File: config.mk
export PLATFORM = sky130hd
export DESIGN_NAME = serial_popcount
export DESIGN_NICKNAME = d
export VERILOG_FILES = /design/src/rtl/serial_popcount.sv
export SDC_FILE = /design/constraint.sdc
export NUM_CORES = 1
export LEC_CHECK = 0
export ABC_AREA = 0
export BUFFER_PORTS_ARGS = -buffer_cell sky130_fd_sc_hd__buf_4
export CAP_MARGIN = 20
export CORE_MARGIN = 2
export CORE_UTILIZATION = 30
export CTS_CLUSTER_DIAMETER = 200
export DETAILED_ROUTE_END_ITERATION = 10
export PLACE_DENSITY = 0.54
export SYNTH_ARGS = -nofsm -noshare
export SYNTH_HDL_FRONTEND = slang
export SYNTH_SLANG_ARGS = --single-unit
File: constraint.sdc
create_clock -name clk -period 1.6 [get_ports clk]
set_input_delay 0.08 -clock clk [delete_from_list [all_inputs] [get_ports clk]]
set_output_delay 0.08 -clock clk [all_outputs]
set_load 0.05 [all_outputs]
File: src/rtl/serial_popcount.sv
// Bit-serial population counter: shifts a WIDTH-bit operand BPC bits per clock, counting ones or zeros.
// Optional macro SERIAL_POPCOUNT_ABORT_EN adds an abort input that cancels an operation in progress.
module serial_popcount #(
   parameter  int unsigned WIDTH = 8,
   parameter  int unsigned BPC   = 1,
   localparam int unsigned CW    = $clog2(WIDTH + 1)
) (
   input  logic             clk,
   input  logic             reset,
   input  logic             start,
   input  logic             mode,
`ifdef SERIAL_POPCOUNT_ABORT_EN
   input  logic             abort,
`endif
   input  logic [WIDTH-1:0] a,
   output logic             busy,
   output logic             done,
   output logic [CW-1:0]    y
);

   localparam int unsigned     STEPS = WIDTH / BPC;
   localparam int unsigned     SW    = $clog2(BPC + 1);
   localparam int unsigned     CNTW  = (STEPS > 1) ? $clog2(STEPS) : 1;
   localparam logic [CNTW-1:0] LAST  = CNTW'(STEPS - 1);

   typedef enum logic [1:0] {
      IDLE  = 2'd0,
      SHIFT = 2'd1,
      DONE  = 2'd2
   } state_t;

   state_t           state, state_d;
   logic [WIDTH-1:0] shreg, shreg_d;
   logic             mode_q, mode_d;
   logic [CW-1:0]    acc, acc_d, acc_sum, y_d;
   logic [CNTW-1:0]  cnt, cnt_d;
   logic [BPC-1:0]   slice_match;
   logic [SW-1:0]    slice_sum;
   logic             busy_d, done_d;
   logic             abort_c;

`ifdef SERIAL_POPCOUNT_ABORT_EN
   assign abort_c = abort;
`else
   assign abort_c = 1'b0;
`endif

   // Matching bits in the current low slice, added onto the running count
   always_comb begin
      slice_match = shreg[BPC-1:0] ^ {BPC{mode_q}};
      slice_sum   = '0;
      for (int unsigned i = 0; i < BPC; i++) begin
         slice_sum = slice_sum + SW'(slice_match[i]);
      end
      acc_sum = acc + CW'(slice_sum);
   end

   // Next-state, datapath and registered-output values
   always_comb begin
      state_d = state;
      shreg_d = shreg;
      mode_d  = mode_q;
      acc_d   = acc;
      cnt_d   = cnt;
      y_d     = y;
      busy_d  = 1'b0;
      done_d  = 1'b0;

      case (state)
         IDLE, DONE: begin
            if (start) begin
               state_d = SHIFT;
               shreg_d = a;
               mode_d  = mode;
               acc_d   = '0;
               cnt_d   = '0;
               busy_d  = 1'b1;
            end else begin
               state_d = IDLE;
            end
         end
         SHIFT: begin
            if (abort_c) begin
               state_d = IDLE;
               acc_d   = '0;
               cnt_d   = '0;
            end else begin
               acc_d   = acc_sum;
               shreg_d = shreg >> BPC;
               if (cnt == LAST) begin
                  state_d = DONE;
                  cnt_d   = '0;
                  y_d     = acc_sum;
                  done_d  = 1'b1;
               end else begin
                  cnt_d  = cnt + CNTW'(1);
                  busy_d = 1'b1;
               end
            end
         end
         default: state_d = IDLE;
      endcase
   end

   always_ff @(posedge clk) begin
      if (reset) begin
         state  <= IDLE;
         shreg  <= '0;
         mode_q <= 1'b0;
         acc    <= '0;
         cnt    <= '0;
         busy   <= 1'b0;
         done   <= 1'b0;
         y      <= '0;
      end else begin
         state  <= state_d;
         shreg  <= shreg_d;
         mode_q <= mode_d;
         acc    <= acc_d;
         cnt    <= cnt_d;
         busy   <= busy_d;
         done   <= done_d;
         y      <= y_d;
      end
   end

endmodule

==> metrics.cfg, run 1 <==
[placement]
port_buffers=17
routabilityCongestion=0.724
dp_hpwl_mm=1.50

[final_layout]
fin_nets=150
insertedDiodeCount=0
syn_to_final_growth_pct=20.2
final_util_pct=37.6
drive_above_1_share_pct=24.8

[global_routing]
grt_pass1_wl_mm=3.50
grt_pass1_vias=815
grt_overflow_total=0
grt_use_total_pct=10.9
grt_max_degree=25
antenna_found_initial=0

[synth]
synthArstFlopShare_pct=0
syn_nets=130
synthCells=114
synthTopCellsByCount=24 x dfxtp_1, 19 x nand2_1, 14 x nor2_1
yosysSeqAreaShare_pct=45.7
post-synth-top-count-cell=dfxtp_1
synth-edff-count=0
ys.flop_type=dfxtp_1
yosysTopAreaCell=dfxtp_1
yosysWarningCount=0
synthDistinctLibCells=28
synthTopCellsByArea=dfxtp_1 46%, nand2_1 6.8%, a311oi_1 5.8%
syn_area_um2=1050
syn_avg_cell_area_um2=9.22
yosysTopAreaCellShare_pct=45.7
ys_ff_latch=24

[timing]
relSlewSlack_pct=65.4
setup_viol=0
finClkSkew_ps=2.96
hold_viol=0
tightest_slew_ps=518
fin_crit_ps=1450
worst_hold_slack_ps=24.3
fmax_mhz=687
drv_slew=0
rsz0062_at_grt=no
tns_ps=0
fin_crit_sh_pct=90.9

[min_path]
hp-class=input pin to register
worstHoldEndpoint=shreg[4]
whs_path_depth=3
min-delay-start=a[4]

[drt]
dr_wl_met3_um=28
via_per_inst=4.55
post-route-drc-count=0
wl_met1_um=973
wl_per_cell_um=11.4
wl_met2_mm=1.00
highest_layer=met4
num_vias=815
drt-initial-drc-count=21
firstDrtPassIters=4
wirelength_mm=2.04
drtAntennaViolNets=0

[floorplan]
io_pins=18
start_util_pct=31.2
dieArea_um2=3990
core_um2=3360
dieHeight_um=63.2
rows=21
die_w_um=63.2

[clock_network]
cts_root_buffer=clkbuf_4
cts.sinks=24
cts.clk_slew.worst_paths_ps=130
clk_latency_ps=310
ctsHtreeMaxLevel=1
numCtsBuffers=3
ctsLongestPathBuffers=2
cts_tree=built

[pwr]
power_density_nw_per_um2=896
vdd_drop_max_v=0.000242
p_leak_uw=0.000507

[critical_path]
crit_top_cell=ha_1
reg2reg_from=mode_q
worstSetupEndpointType=register
slowest_delay_ps=340
arrival_ps=1700
cp-start-kind=register
r2r_cells=5
worstSetupPathDepth=5
critPathKind=register to register
rrSetupSlack_ps=150
r2r_end=acc[2]
slowest_stage=dfxtp_1
critical_path.top_delay_family=adder cells
worst-path-max-fanout=3
crit_chain=xor2_1 -> ha_1 -> ha_1 -> mux2_4 -> a211oi_2
worst_ep_required_time_ps=1850
path_buf_inv=0

[run]
max_cap_viol_count=0

[status]
status=complete, no violations

==> worst max path at each step <==
stage / startpoint / end / slack (ps)
after detailed placement: cnt[0] / y[3] / 140
after global placement: mode_q / acc[2] / 190
final: mode_q / acc[2] / 150
after floorplan: mode_q / acc[2] / 220
after CTS: cnt[0] / y[3] / 100
after global routing: cnt[0] / y[3] / 40
==> area by class of cell <==
class | count | area [um2]
fillers | 366 | 2100
multi-input cells | 81 | 504
flip-flops and latches | 24 | 480
well taps | 46 | 57.6
repair buffers | 24 | 185
clock buffers | 4 | 36.3
==> layer usage <==
metal	vias to the layer above	global-route usage, %
met1	370	13.7
met4	0	5.71
li1	433	-
met2	8	18.6
met5	-	0
met3	4	1.07
==> cell usage in the layout (no fill, tap or decap), types with 2 or more instances in the layout <==
cell type / Yosys / routed
a21oi_1: 8 / 8
a311oi_1: 7 / 7
a311oi_2: 2 / 2
buf_4: 1 / 22
clkbuf_4: 0 / 3
dfxtp_1: 24 / 24
dlygate4sd3_1: 0 / 2
ha_1: 4 / 4
mux2i_1: 2 / 2
nand2_1: 19 / 19
nand2_2: 2 / 2
nand2b_1: 2 / 2
nand3_1: 6 / 6
nor2_1: 14 / 14
nor2b_1: 4 / 4
==> sequential cells by signal, indices dropped and copies added, names as in the netlist <==
register / cells
acc: 4
done: 1
mode_q: 1
busy: 1
shreg: 8
y: 4
cnt: 3
state: 2
==> repair_timing <==
action / 4_1_cts / 5_1_grt
hold buffers: 2 / 0
endpoints found under the hold margin: 2 / 0
buffers inserted: 0 / 0
gates resized for setup: 0 / 1
setup endpoints to repair: 0 / 3
==> kinds of logic (layout without fill, tap and decap cells) <==
logic type | count (synthesis) | count (layout) | synth area share, %
simple gates | 51 | 51 | 22.4
flops | 24 | 24 | 45.7
compound gates | 21 | 21 | 15.7
buf+inv | 9 | 28 | 6.43
fa+ha+maj | 4 | 4 | 4.76
mux | 3 | 3 | 3.33
xor+xnor | 2 | 2 | 1.67
==> worst min-delay path, stage by stage <==
cell,delay (ps)
buf_4,110
nand2_1,40
a311oi_1,70
==> through the flow <==
step | power [uW] | setup WS, ps | area [um2] | std cells
finish | 1130 | 145 | 1260 | 179
global route | 1200 | 44.8 | 1260 | 179
CTS | 1150 | 103 | 1260 | 179
detailed placement | 827 | 138 | 1210 | 173
global placement | 822 | 193 | 1210 | 173
floorplan | 780 | 217 | 1050 | 114
==> power breakdown <==
| part | leakage (uW) | internal, uW | switching, uW | total (uW) |
|---|---|---|---|---|
| clock | 0.0000210 | 139 | 177 | 316 |
| combinational | 0.000290 | 77.0 | 90.9 | 168 |
| sequential | 0.000196 | 629 | 18.8 | 648 |
Note: power is estimated with default switching activity, not from simulation.
==> run 2: changes to the inputs <==
--- a/config.mk
+++ b/config.mk
@@ -9,10 +9,10 @@
 export BUFFER_PORTS_ARGS = -buffer_cell sky130_fd_sc_hd__buf_4
 export CAP_MARGIN = 20
 export CORE_MARGIN = 2
-export CORE_UTILIZATION = 30
+export CORE_UTILIZATION = 32
 export CTS_CLUSTER_DIAMETER = 200
 export DETAILED_ROUTE_END_ITERATION = 10
-export PLACE_DENSITY = 0.54
+export PLACE_DENSITY = 0.59
 export SYNTH_ARGS = -nofsm -noshare
 export SYNTH_HDL_FRONTEND = slang
 export SYNTH_SLANG_ARGS = --single-unit
==> run 2 against run 1 <==
Fmax is 1.0% lower. Sequential power about the same. Worst hold slack lost 7.5 ps. Routed wire length grew 3.1%. Die area shrank 5.9%. Final area is 1.3% lower. Register-to-register slack got worse by 20 ps. Utilization grew 3.0 points. Non-clock buffer count unchanged. Setup slack worse by 15 ps. Critical path depth unchanged. Clock skew is 6.0 ps higher. Critical path type unchanged. Critical endpoint unchanged. Largest cell class unchanged.
==> metrics.cfg, run 2 (same netlist as run 1, synthesis figures left out) <==
[status]
status=complete, no violations

[timing]
relSlewSlack_pct=66.7  ; +1.2 points
fin_crit_sh_pct=91.9  ; +0.94 points
fmax_mhz=680  ; -1.0%
fin_crit_ps=1470  ; +15.0 ps
rsz0062_at_grt=no
tns_ps=0  ; unchanged
finClkSkew_ps=8.92  ; +5.96 ps
worst_hold_slack_ps=16.8  ; -7.47 ps
tightest_slew_ps=499  ; -18.7 ps
drv_slew=0  ; unchanged
hold_viol=0  ; unchanged
setup_viol=0  ; unchanged

[placement]
dp_hpwl_mm=1.47  ; -2.3%
routabilityCongestion=0.724  ; about the same
port_buffers=17  ; unchanged
placed_area_um2=1200  ; -0.21%

[final_layout]
max_flop_register=shreg
drive_above_1_share_pct=24.2  ; -0.57 points
final_common_cell=dfxtp_1
syn_to_final_growth_pct=18.7
layout_common_cells=24 x dfxtp_1, 22 x buf_4, 19 x nand2_1, 14 x nor2_1, 8 x a21oi_1
largestRegisters=shreg: 8 flops, acc: 4 flops, y: 4 flops
stdcell_area_um2=1250  ; -1.3%
largest_reg_flops=8  ; unchanged
insertedDiodeCount=0  ; unchanged
fin_nets=150  ; unchanged

[clock_network]
ctsLongestPathBuffers=2  ; unchanged
clk_latency_ps=320  ; about the same
cts_root_buffer=clkbuf_4
cts_tree=built
numCtsBuffers=3  ; unchanged
ctsHtreeMaxLevel=1  ; unchanged
cts.clk_slew.worst_paths_ps=130  ; about the same
post-cts-setup-buffers=0  ; unchanged
cts.sinks=24  ; unchanged

[drt]
via_per_inst=4.84  ; +6.2%
wl_per_cell_um=11.9  ; +4.9%
post-route-drc-count=0  ; unchanged
drt-initial-drc-count=17  ; -19%
num_vias=851  ; +4.4%
wirelength_mm=2.10  ; +3.1%
drtAntennaViolNets=0  ; unchanged
firstDrtPassIters=4  ; unchanged

[critical_path]
r2r_cells=5  ; unchanged
worst_ep_required_time_ps=1850  ; about the same
rrSetupSlack_ps=130  ; -20 ps
worstSetupEndpointType=register
arrival_ps=1720  ; +20 ps
critPathKind=register to register
cp-start-kind=register
reg2reg_from=mode_q
worst-path-max-fanout=3  ; unchanged
r2r_end=acc[2]

[pwr]
p_leak_uw=0.000500  ; -1.4%
switching_power_uw=290  ; +0.95%
p_clk_share_pct=24.5  ; -3.4 points
vdd_drop_max_v=0.000269  ; +11%
p_seq_share_pct=59.7  ; +2.5 points
p_int_uw=794  ; -6.0%
power_density_nw_per_um2=869  ; -3.0%
power_frac_comb_pct=15.8  ; +1.0 points
swShare_pct=26.7  ; +1.4 points

[global_routing]
antenna_found_initial=0  ; unchanged
grt_use_total_pct=12.5  ; +1.6 points
grt_overflow_total=0  ; unchanged
grt_pass1_wl_mm=3.39  ; -3.0%
grt_max_degree=25  ; unchanged
grt_pass1_vias=748  ; -8.2%

[floorplan]
dieHeight_um=61.3  ; -3.0%
die_w_um=61.3  ; -3.0%
start_util_pct=34.1  ; +2.9 points
rows=20  ; -4.8%
io_pins=18  ; unchanged
core_um2=3080  ; -8.5%
dieArea_um2=3760  ; -5.9%

[min_path]
worstHoldEndpoint=shreg[2]
whs_path_depth=3  ; unchanged
hp-class=input pin to register
min-delay-start=a[2]

[run]
max_cap_viol_count=0  ; unchanged

-- run 2: metal layers --
metal | GRT usage [%] | wire (um) | vias to the layer above
li1 | - | - | 433
met1 | 16.7 | 1000 | 395
met2 | 18.7 | 982 | 18
met3 | 2.52 | 59 | 5
met4 | 7.45 | 53 | 0
met5 | 0 | 0 | -
-- run 2: how the worst max path moves through the flow --
stage              from  endpoint  slack (ps)  cells after the start
2_1_floorplan    mode_q    acc[2]         220                      5
3_5_place_dp     mode_q    acc[2]         150                      5
6_report         mode_q    acc[2]         130                      5
5_1_grt        shreg[0]    acc[3]          50                      5
3_3_place_gp     mode_q    acc[2]         180                      5
4_1_cts          mode_q    acc[2]         120                      5
-- run 2: critical path, stage by stage, from the launching register on --
cell and delay (ps):
dfxtp_1 340, xor2_1 160, ha_1 200, ha_1 220, mux2_4 280, a211oi_2 200
-- run 2: final cells by class --
type                    count  area, um2
fillers                   316       1830
repair buffers             24        185
multi-input cells          81        504
clock buffers               3       22.5
flip-flops and latches     24        480
well taps                  44       55.1
-- run 2: per-stage QoR --
stage	power (uW)	utilization [%]	cells	setup slack [ps]
2_1_floorplan	780	-	114	217
3_3_place_gp	821	39.1	171	184
3_5_place_dp	827	39.1	171	152
4_1_cts	1090	40.5	176	122
5_1_grt	1140	40.5	176	48.9
6_report	1080	40.5	176	130
-- run 2: power groups by stage --
| stage | sequential, uW | clock (uW) | combinational, uW |
|---|---|---|---|
| detailed placement | 661 | 0 | 166 |
| CTS | 648 | 275 | 172 |
| finish | 648 | 266 | 171 |
| global route | 652 | 302 | 190 |
| global placement | 660 | 0 | 161 |
| floorplan | 664 | 0 | 115 |
-- run 2: what timing repair did --
| item | CTS | global route |
|---|---|---|
| hold endpoints to repair | 2 | 0 |
| gates resized for setup | 0 | 1 |
| hold buffers | 2 | 0 |
| endpoints found under the setup margin | 0 | 2 |
